### config.mk
export PLATFORM = sky130hd
export DESIGN_NAME = stack_arbiter
export DESIGN_NICKNAME = d
export VERILOG_FILES = /design/src/rtl/stack_arbiter.sv
export SDC_FILE = /design/constraint.sdc
export NUM_CORES = 1
export LEC_CHECK = 0
export CORE_MARGIN = 2
export CORE_UTILIZATION = 35
export CTS_CLUSTER_DIAMETER = 30
export DETAILED_ROUTE_END_ITERATION = 10
export PLACE_DENSITY = 0.78
export SKIP_LAST_GASP = 1
export SLEW_MARGIN = 10
export SYNTH_ARGS = -nofsm -noshare
export SYNTH_HDL_FRONTEND = slang
export SYNTH_SLANG_ARGS = --single-unit
export TNS_END_PERCENT = 1
### constraint.sdc
create_clock -name clk -period 1.8 [get_ports clk]
set_input_delay 0.36 -clock clk [delete_from_list [all_inputs] [get_ports clk]]
set_output_delay 0.36 -clock clk [all_outputs]
set_load 0.1 [all_outputs]
### src/rtl/stack_arbiter.sv
// stack_arbiter: round-robin arbiter/sequencer sharing one LIFO stack between NUM_REQ requesters.
// Define STACK_ARB_OCC_EN to add the occupancy counter (occ) and its sticky cross-check (occ_mismatch).
module stack_arbiter #(
  parameter int NUM_REQ    = 4,
  parameter int DATA_WIDTH = 8,
  parameter int STACK_SIZE = 8,
  localparam int ID_W      = $clog2(NUM_REQ)
) (
  input  logic                          clk,
  input  logic                          rst,
  input  logic [NUM_REQ-1:0]            req_valid,
  input  logic [NUM_REQ-1:0]            req_pop,
  input  logic [NUM_REQ*DATA_WIDTH-1:0] req_data,
  output logic [NUM_REQ-1:0]            req_ready,
  output logic                          rsp_valid,
  output logic [ID_W-1:0]               rsp_id,
  output logic [DATA_WIDTH-1:0]         rsp_data,
  output logic                          rsp_err,
  output logic                          stk_push,
  output logic                          stk_pop,
  output logic [DATA_WIDTH-1:0]         stk_data_in,
  input  logic [DATA_WIDTH-1:0]         stk_data_out,
  input  logic                          stk_full,
  input  logic                          stk_empty
`ifdef STACK_ARB_OCC_EN
  ,
  output logic [$clog2(STACK_SIZE):0]   occ,
  output logic                          occ_mismatch
`endif
);

  typedef enum logic [1:0] {
    S_IDLE     = 2'd0,
    S_ISSUE    = 2'd1,
    S_WAIT_POP = 2'd2,
    S_RESP     = 2'd3
  } state_t;

  state_t                r_state;
  state_t                w_next;
  logic [ID_W-1:0]       r_last;
  logic [ID_W-1:0]       r_id;
  logic                  r_pop;
  logic [DATA_WIDTH-1:0] r_data;
  logic                  r_err;
  logic [DATA_WIDTH-1:0] r_rsp_data;
  logic                  w_found;
  logic                  w_hit;
  logic [ID_W-1:0]       w_winner;
  logic [ID_W-1:0]       w_idx;
  logic                  w_grant;

  // Requester index k places after the last grant, wrapping around NUM_REQ.
  function automatic logic [ID_W-1:0] rr_index(input logic [ID_W-1:0] last, input int k);
    return ID_W'((int'(last) + 1 + k) % NUM_REQ);
  endfunction

  // Rotating-priority search: first valid requester after the last grant.
  always_comb begin
    w_found  = 1'b0;
    w_hit    = 1'b0;
    w_idx    = '0;
    w_winner = '0;
    for (int k = 0; k < NUM_REQ; k++) begin
      w_idx    = rr_index(r_last, k);
      w_hit    = !w_found && req_valid[w_idx];
      w_winner = w_hit ? w_idx : w_winner;
      w_found  = w_found | w_hit;
    end
  end

  // Grants are only issued from IDLE and never while reset is being applied.
  assign w_grant   = (r_state == S_IDLE) && w_found && rst;
  assign req_ready = w_grant ? ({{(NUM_REQ-1){1'b0}}, 1'b1} << w_winner) : {NUM_REQ{1'b0}};

  // Next-state decode.
  always_comb begin
    w_next = r_state;
    case (r_state)
      S_IDLE:     w_next = w_grant ? S_ISSUE : S_IDLE;
      S_ISSUE:    w_next = (r_pop && !stk_empty) ? S_WAIT_POP : S_RESP;
      S_WAIT_POP: w_next = S_RESP;
      S_RESP:     w_next = S_IDLE;
      default:    w_next = S_IDLE;
    endcase
  end

  assign stk_push    = (r_state == S_ISSUE) && !r_pop && !stk_full;
  assign stk_pop     = (r_state == S_ISSUE) &&  r_pop && !stk_empty;
  assign stk_data_in = r_data;
  assign rsp_valid   = (r_state == S_RESP);
  assign rsp_err     = (r_state == S_RESP) && r_err;
  assign rsp_id      = r_id;
  assign rsp_data    = r_rsp_data;

  // State register, request latch, error decision and pop-data capture.
  always_ff @(posedge clk) begin
    if (!rst) begin
      r_state    <= S_IDLE;
      r_last     <= ID_W'(NUM_REQ - 1);
      r_id       <= '0;
      r_pop      <= 1'b0;
      r_data     <= '0;
      r_err      <= 1'b0;
      r_rsp_data <= '0;
    end else begin
      r_state <= w_next;
      if (w_grant) begin
        r_last     <= w_winner;
        r_id       <= w_winner;
        r_pop      <= req_pop[w_winner];
        r_data     <= req_data[w_winner*DATA_WIDTH +: DATA_WIDTH];
        r_err      <= 1'b0;
        r_rsp_data <= '0;
      end
      if (r_state == S_ISSUE) begin
        r_err <= r_pop ? stk_empty : stk_full;
      end
      if (r_state == S_WAIT_POP) begin
        r_rsp_data <= stk_data_out;
      end
    end
  end

`ifdef STACK_ARB_OCC_EN
  logic [$clog2(STACK_SIZE):0] r_occ;
  logic                        r_mismatch;

  // Shadow occupancy, flagged when it disagrees with the stack's own full/empty.
  always_ff @(posedge clk) begin
    if (!rst) begin
      r_occ      <= '0;
      r_mismatch <= 1'b0;
    end else begin
      if (stk_push) begin
        r_occ <= r_occ + ($clog2(STACK_SIZE)+1)'(1);
      end else if (stk_pop) begin
        r_occ <= r_occ - ($clog2(STACK_SIZE)+1)'(1);
      end
      if ((r_occ == ($clog2(STACK_SIZE)+1)'(STACK_SIZE) && !stk_full) ||
          (r_occ == '0 && !stk_empty)) begin
        r_mismatch <= 1'b1;
      end
    end
  end

  assign occ          = r_occ;
  assign occ_mismatch = r_mismatch;
`endif

endmodule

==> flow_summary.yaml, run 1 <==
floorplan:
  initial_utilization_pct: 36.1
  row_count: 23
  fp.dieW_um: 67.8
  core_region_area_um2: 3940
  dieArea_um2: 4590
  io_pins: 78
  die_h_um: 67.8
worst_setup_path:
  rr_worst_depth: 7
  slowest_stage: "dfxtp_4"
  critPathMaxStageDelay_ns: 0.39
  criticalPathCategory: "reg -> out"
  crit_family: "buffers and inverters"
  required_ns: 1.44
  critPathBufInv: 3
  critical_path.cell_chain: "mux2i_1 > o22a_1 > o21ai_2 > buf_4 > buf_12 > nor2_4 > buf_12"
  worstPathArrival_ns: 1.67
  startpoint_type: "flop"
  cp-end-kind: "primary output"
  cp.depth: 7
  crit_fanout: 10
  cp_common_cell: "buf_12"
final_layout:
  nNetsFinal: 314
  fill_cells: 296
  fin_area_um2: 2790
  drive_above_1_share_pct: 32.4
  area_delta_synth_final_pct: 96.0
  diodes: 0
  final_util_pct: 70.7
drt:
  first_pass_iters: 4
  drt_iter0_markers: 57
  drc: 0
  ant_nets: 0
  avgViaCountPerCell: 4.80
  vias: 1470
  wirelength_um: 4100
  wl_per_cell_um: 13.4
cts:
  clock_latency_ns: 0.27
  clockBufferDepth: 2
  cts_max_level: 1
  ctsHoldBuffers: 0
  cts_sinks: 24
  cts_buffers: 3
  cts_tree: "built"
  clk_pin_slew_ns: 0.09
  cts_root_buf: "clkbuf_8"
grt:
  grt_use_total_pct: 18.4
  grt_overflow: 0
  grt_max_degree: 18
  grt_pass1_vias: 1410
  grt_antenna_before_repair: 0
  grt_pass1_wl_um: 6450
job:
  drv_cap: 0
placement:
  gp_congestion: 0.728
  dpl.hpwl_um: 3270
  place_area_um2: 2710
  io_buffers: 77
  pre_cts_slack_ns: -0.587
yosys:
  yosys.area.top_type: "dfxtp_1"
  yosys-top-cells-area: "dfxtp_1 (34%), mux2i_1 (12%), nand2_1 (8.4%)"
  yosys_warnings: 0
  syn_nets: 216
  seq_area_frac_synth_pct: 33.8
  syn_area_per_cell_um2: 8.95
  synth.cell_area_um2: 1420
  ys_ff_latch: 24
  async_flop_share_pct: 0
  synth-edff-count: 0
  synth_top_area_share_pct: 33.8
  syn_inst: 159
  synth_cell_types: 36
  synth_flop_cell: "dfxtp_1"
min_path:
  hold_depth: 2
  hp-class: "reg -> reg"
timing:
  slew_viol_final: 0
  setup_viol_count_final: 4
  period_needed_ns: 2.03
  clock_skew_ns: 0.00541
  rsz0062_at_grt: "yes"
  tightest_slew_ns: 0.567
  finalHoldViolCount: 0
  hold_slack_ns: 0.508
  relSlewSlack_pct: 62.2
  worst_slack_ns: -0.232
  clock.fmax_mhz: 492
  min_period_over_period_pct: 113
power:
  finalPower_mw: 4.79
  peakVddDrop_mv: 1.18
  cellLeakagePower_nw: 1.14
  p_per_area_nw_per_um2: 1720
run_status:
  violations: "setup timing"
  outcome: "finished with violations"
## routing by layer
layer / global-route usage, % / up-vias / routed length (um)
li1: - / 746 / -
met1: 23.0 / 682 / 1750
met2: 32.6 / 38 / 2090
met3: 3.50 / 4 / 230
met4: 3.83 / 0 / 36
met5: 0 / - / 0
## layout make-up
type	count	area, um^2	area share [%]
multi-input cells	120	910	32.6
flip-flops and latches	24	485	17.4
well taps	50	62.6	2.24
inverters	7	26.3	0.943
clock buffers	3	41.3	1.48
repair buffers	101	1230	44.2
clock inverters	1	30.0	1.08
## registers in the layout, summed over array words and instances, names as in the netlist
name,flops
rsp_data,8
stk_data_in,8
r_last,2
r_state,2
rsp_id,2
r_err,1
r_pop,1
## tightest hold or removal path: cells and delay by family, from the launching register on
kind	cells	cell delay, ns
DFF	1	0.33
buffers and inverters	1	0.07
AOI/OAI and AO/OA	1	0.07
## cells by family after synthesis
logic type	after synthesis	synth area share [%]
buffers and inverters	15	5.45
AND/OR/NAND/NOR	66	25.3
adder cells (fa/ha/maj)	5	4.40
AO/OA/AOI/OAI	32	19.1
flip-flops	24	33.8
multiplexers	17	12.0
## Yosys cell counts (5+ instances only)
cell      count
and2_1       13
dfxtp_1      24
ha_1          5
inv_1         6
mux2i_1      17
nand2_1      32
nor2_1        6
o21ai_1       9
o221ai_2      6
## final timing paths
| kind | start | endpoint | slack [ns] |
|---|---|---|---|
| worst max-delay path | r_last[1] | req_ready[2] | -0.23 |
| worst min-delay path | r_last[0] | r_last[0] | 0.51 |
| worst max register to register | r_last[0] | stk_data_in[6] | 0.22 |
| worst min register to register | r_last[0] | r_last[0] | 0.51 |
## repair_timing
action | 4_1_cts | 5_1_grt
resized for setup | 13 | 0
setup endpoints to repair | 26 | 5
setup buffers | 1 | 0
## metrics by stage
step | setup TNS (ns) | instances
after global routing | -1.10 | 306
after floorplan | -1.75 | 159
after CTS | -0.871 | 306
after detailed placement | -11.92 | 301
final | -0.848 | 306
after global placement | -11.62 | 301
## layout by cell type (no fill, tap or decap), drive strengths merged, types with 3 or more instances in the layout
cell type	synthesis	routed
nand3b	3	3
o221ai	6	6
clkbuf	3	3
nor2	6	6
mux2i	17	17
inv	7	7
clkdlybuf4s50	0	47
o21ai	11	11
dfxtp	24	24
o211ai	3	3
ha	5	5
a21boi	3	3
nand2b	4	4
nand2	32	32
buf	5	51
and2	14	14
## where the power goes
group	internal [mW]	switching (mW)
Sequential	0.738	0.196
Combinational	1.39	1.98
Clock	0.297	0.187
(Power assumes the default switching activity.)
==> inputs of run 2 (changes only) <==
CORE_UTILIZATION = 42   (was 35)
PLACE_DENSITY = 0.88   (was 0.78)
clock period = 2.5 ns   (was 1.8 ns; I/O delays follow)
==> flow_summary.yaml, run 2 (synthesis results as in run 1) <==
timing:
  tightest_slew_ns: 0.555
  rsz0062_at_grt: "yes"
  slew_viol_final: 0
  setup_viol_count_final: 0
  clock.fmax_mhz: 402
  worst_slack_ns: 0.0139
  period_needed_ns: 2.49
  min_period_over_period_pct: 99.4
  finalHoldViolCount: 0
  fin_setup_tns_ns: 0
  clock_skew_ns: 0.00375
  relSlewSlack_pct: 63.0
power:
  p_per_area_nw_per_um2: 1190
  peakVddDrop_mv: 0.750
  cellLeakagePower_nw: 1.03
worst_setup_path:
  startpoint_type: "primary input"
  r2r_start: "r_last[1]"
  r2r_setup_slack_ns: 0.74
  reg2reg_to: "stk_data_in[2]"
  required_ns: 2.00
  rr_worst_depth: 7
  worstPathArrival_ns: 1.99
  criticalPathCategory: "in -> out"
  cp-end-kind: "primary output"
  crit_fanout: 6
drt:
  wl_per_cell_um: 13.0
  wirelength_um: 3830
  drt_iter0_markers: 83
  vias: 1453
  first_pass_iters: 4
  avgViaCountPerCell: 4.93
  drc: 0
  ant_nets: 0
placement:
  dpl.hpwl_um: 3070
  io_buffers: 77
  place_area_um2: 2330
  gp_congestion: 0.819
  numPlacedInstances: 289
  pre_cts_slack_ns: -0.0852
cts:
  clock_latency_ns: 0.30
  cts_buffers: 3
  cts_root_buf: "clkbuf_4"
  clockBufferDepth: 2
  cts_sinks: 24
  cts_tree: "built"
  clk_pin_slew_ns: 0.12
  cts_max_level: 1
grt:
  grt-busiest-layer: "met2"
  use_met1_pct: 23.4
  grt_pass1_wl_um: 6550
  grt_use_total_pct: 20.2
  use_met3_pct: 3.62
  grt_antenna_before_repair: 0
  grt_util_met2_pct: 37.1
  grt_pass1_vias: 1499
  grt_max_degree: 18
  grt_overflow: 0
min_path:
  hold_end: "rsp_id[1]"
  hold_depth: 2
  hp-class: "reg -> reg"
  hp-start: "rsp_id[1]"
final_layout:
  nNetsFinal: 307
  area_delta_synth_final_pct: 69.0
  fin_area_um2: 2400
  drive_above_1_share_pct: 27.3
  diodes: 0
  final_common_cell: "clkdlybuf4s50_1"
  instances_no_fill: 295
  final_util_pct: 73.2
  final_cell_mix: "clkdlybuf4s50_1 (48), buf_4 (37), nand2_1 (32), dfxtp_1 (24), mux2i_1 (17)"
floorplan:
  initial_utilization_pct: 43.3
  fp.dieW_um: 62.2
  core_region_area_um2: 3280
  io_pins: 78
  dieArea_um2: 3870
  die_h_um: 62.2
  row_count: 21
job:
  drv_cap: 0
run_status:
  outcome: "complete, no violations"
==> run 2: cell count changes in the layout (fill, tap and decap cells not counted), moves of 2 or more <==
cell / delta
clkbuf_8: -2
clkbuf_4: +3
dfxtp_1: +2
buf_12: -22
buf_4: +15
nor2_2: +2
clkdlybuf4s15_2: -2
dlygate4sd2_1: +2
nor2_4: -3
==> run 2: layer usage <==
metal  routed length (um)  up-vias  share of wire [%]
li1                     -      729                  -
met1                 1560      671                 41
met2                 2040       47                 53
met3                  181        6                4.7
met4                   46        0                1.2
met5                    0        -                  0
==> run 2: critical path: stages <==
cell and delay (ns):
clkdlybuf4s50_1 0.52, nand2b_1 0.14, a21boi_2 0.21, o21ai_4 0.11
buf_4 0.15, nor2_2 0.15, buf_12 0.19
==> run 2: what timing repair did <==
| action | CTS | global route |
|---|---|---|
| pin swaps | 0 | 1 |
| endpoints found under the setup margin | 4 | 2 |
| hold buffers | 0 | 0 |
| setup buffers | 0 | 2 |
| gates resized for setup | 7 | 3 |
==> run 2: metrics by stage <==
step | hold slack, ns | power (mW)
final | 0.453 | 2.85
after global routing | 0.475 | 3.00
after CTS | 0.453 | 2.84
after detailed placement | 0.434 | 2.62
after global placement | 0.431 | 2.60
after floorplan | 0.459 | 2.11
==> run 2: final cells by class <==
type | count | area (um^2)
fill | 249 | 881
tap | 46 | 57.6
inverter | 7 | 26.3
timing repair buffer | 94 | 905
multi-input combinational | 120 | 898
sequential | 24 | 480
clock buffer | 4 | 36.3
==> run 2: where the power goes <==
group	total, mW	switching [mW]	internal, mW
combinational	2.05	1.39	0.660
clock	0.197	0.108	0.0888
sequential	0.611	0.0885	0.523
==> run 2: how the worst max path moves through the flow <==
stage / slack, ns / to / startpoint
2_1_floorplan: -0.65 / req_ready[0] / req_valid[1]
3_3_place_gp: -0.05 / req_ready[0] / req_valid[1]
3_5_place_dp: -0.09 / req_ready[0] / req_valid[1]
4_1_cts: 0.003 / req_ready[3] / req_valid[2]
5_1_grt: -0.06 / req_ready[3] / req_valid[2]
6_report: 0.01 / req_ready[0] / req_valid[2]
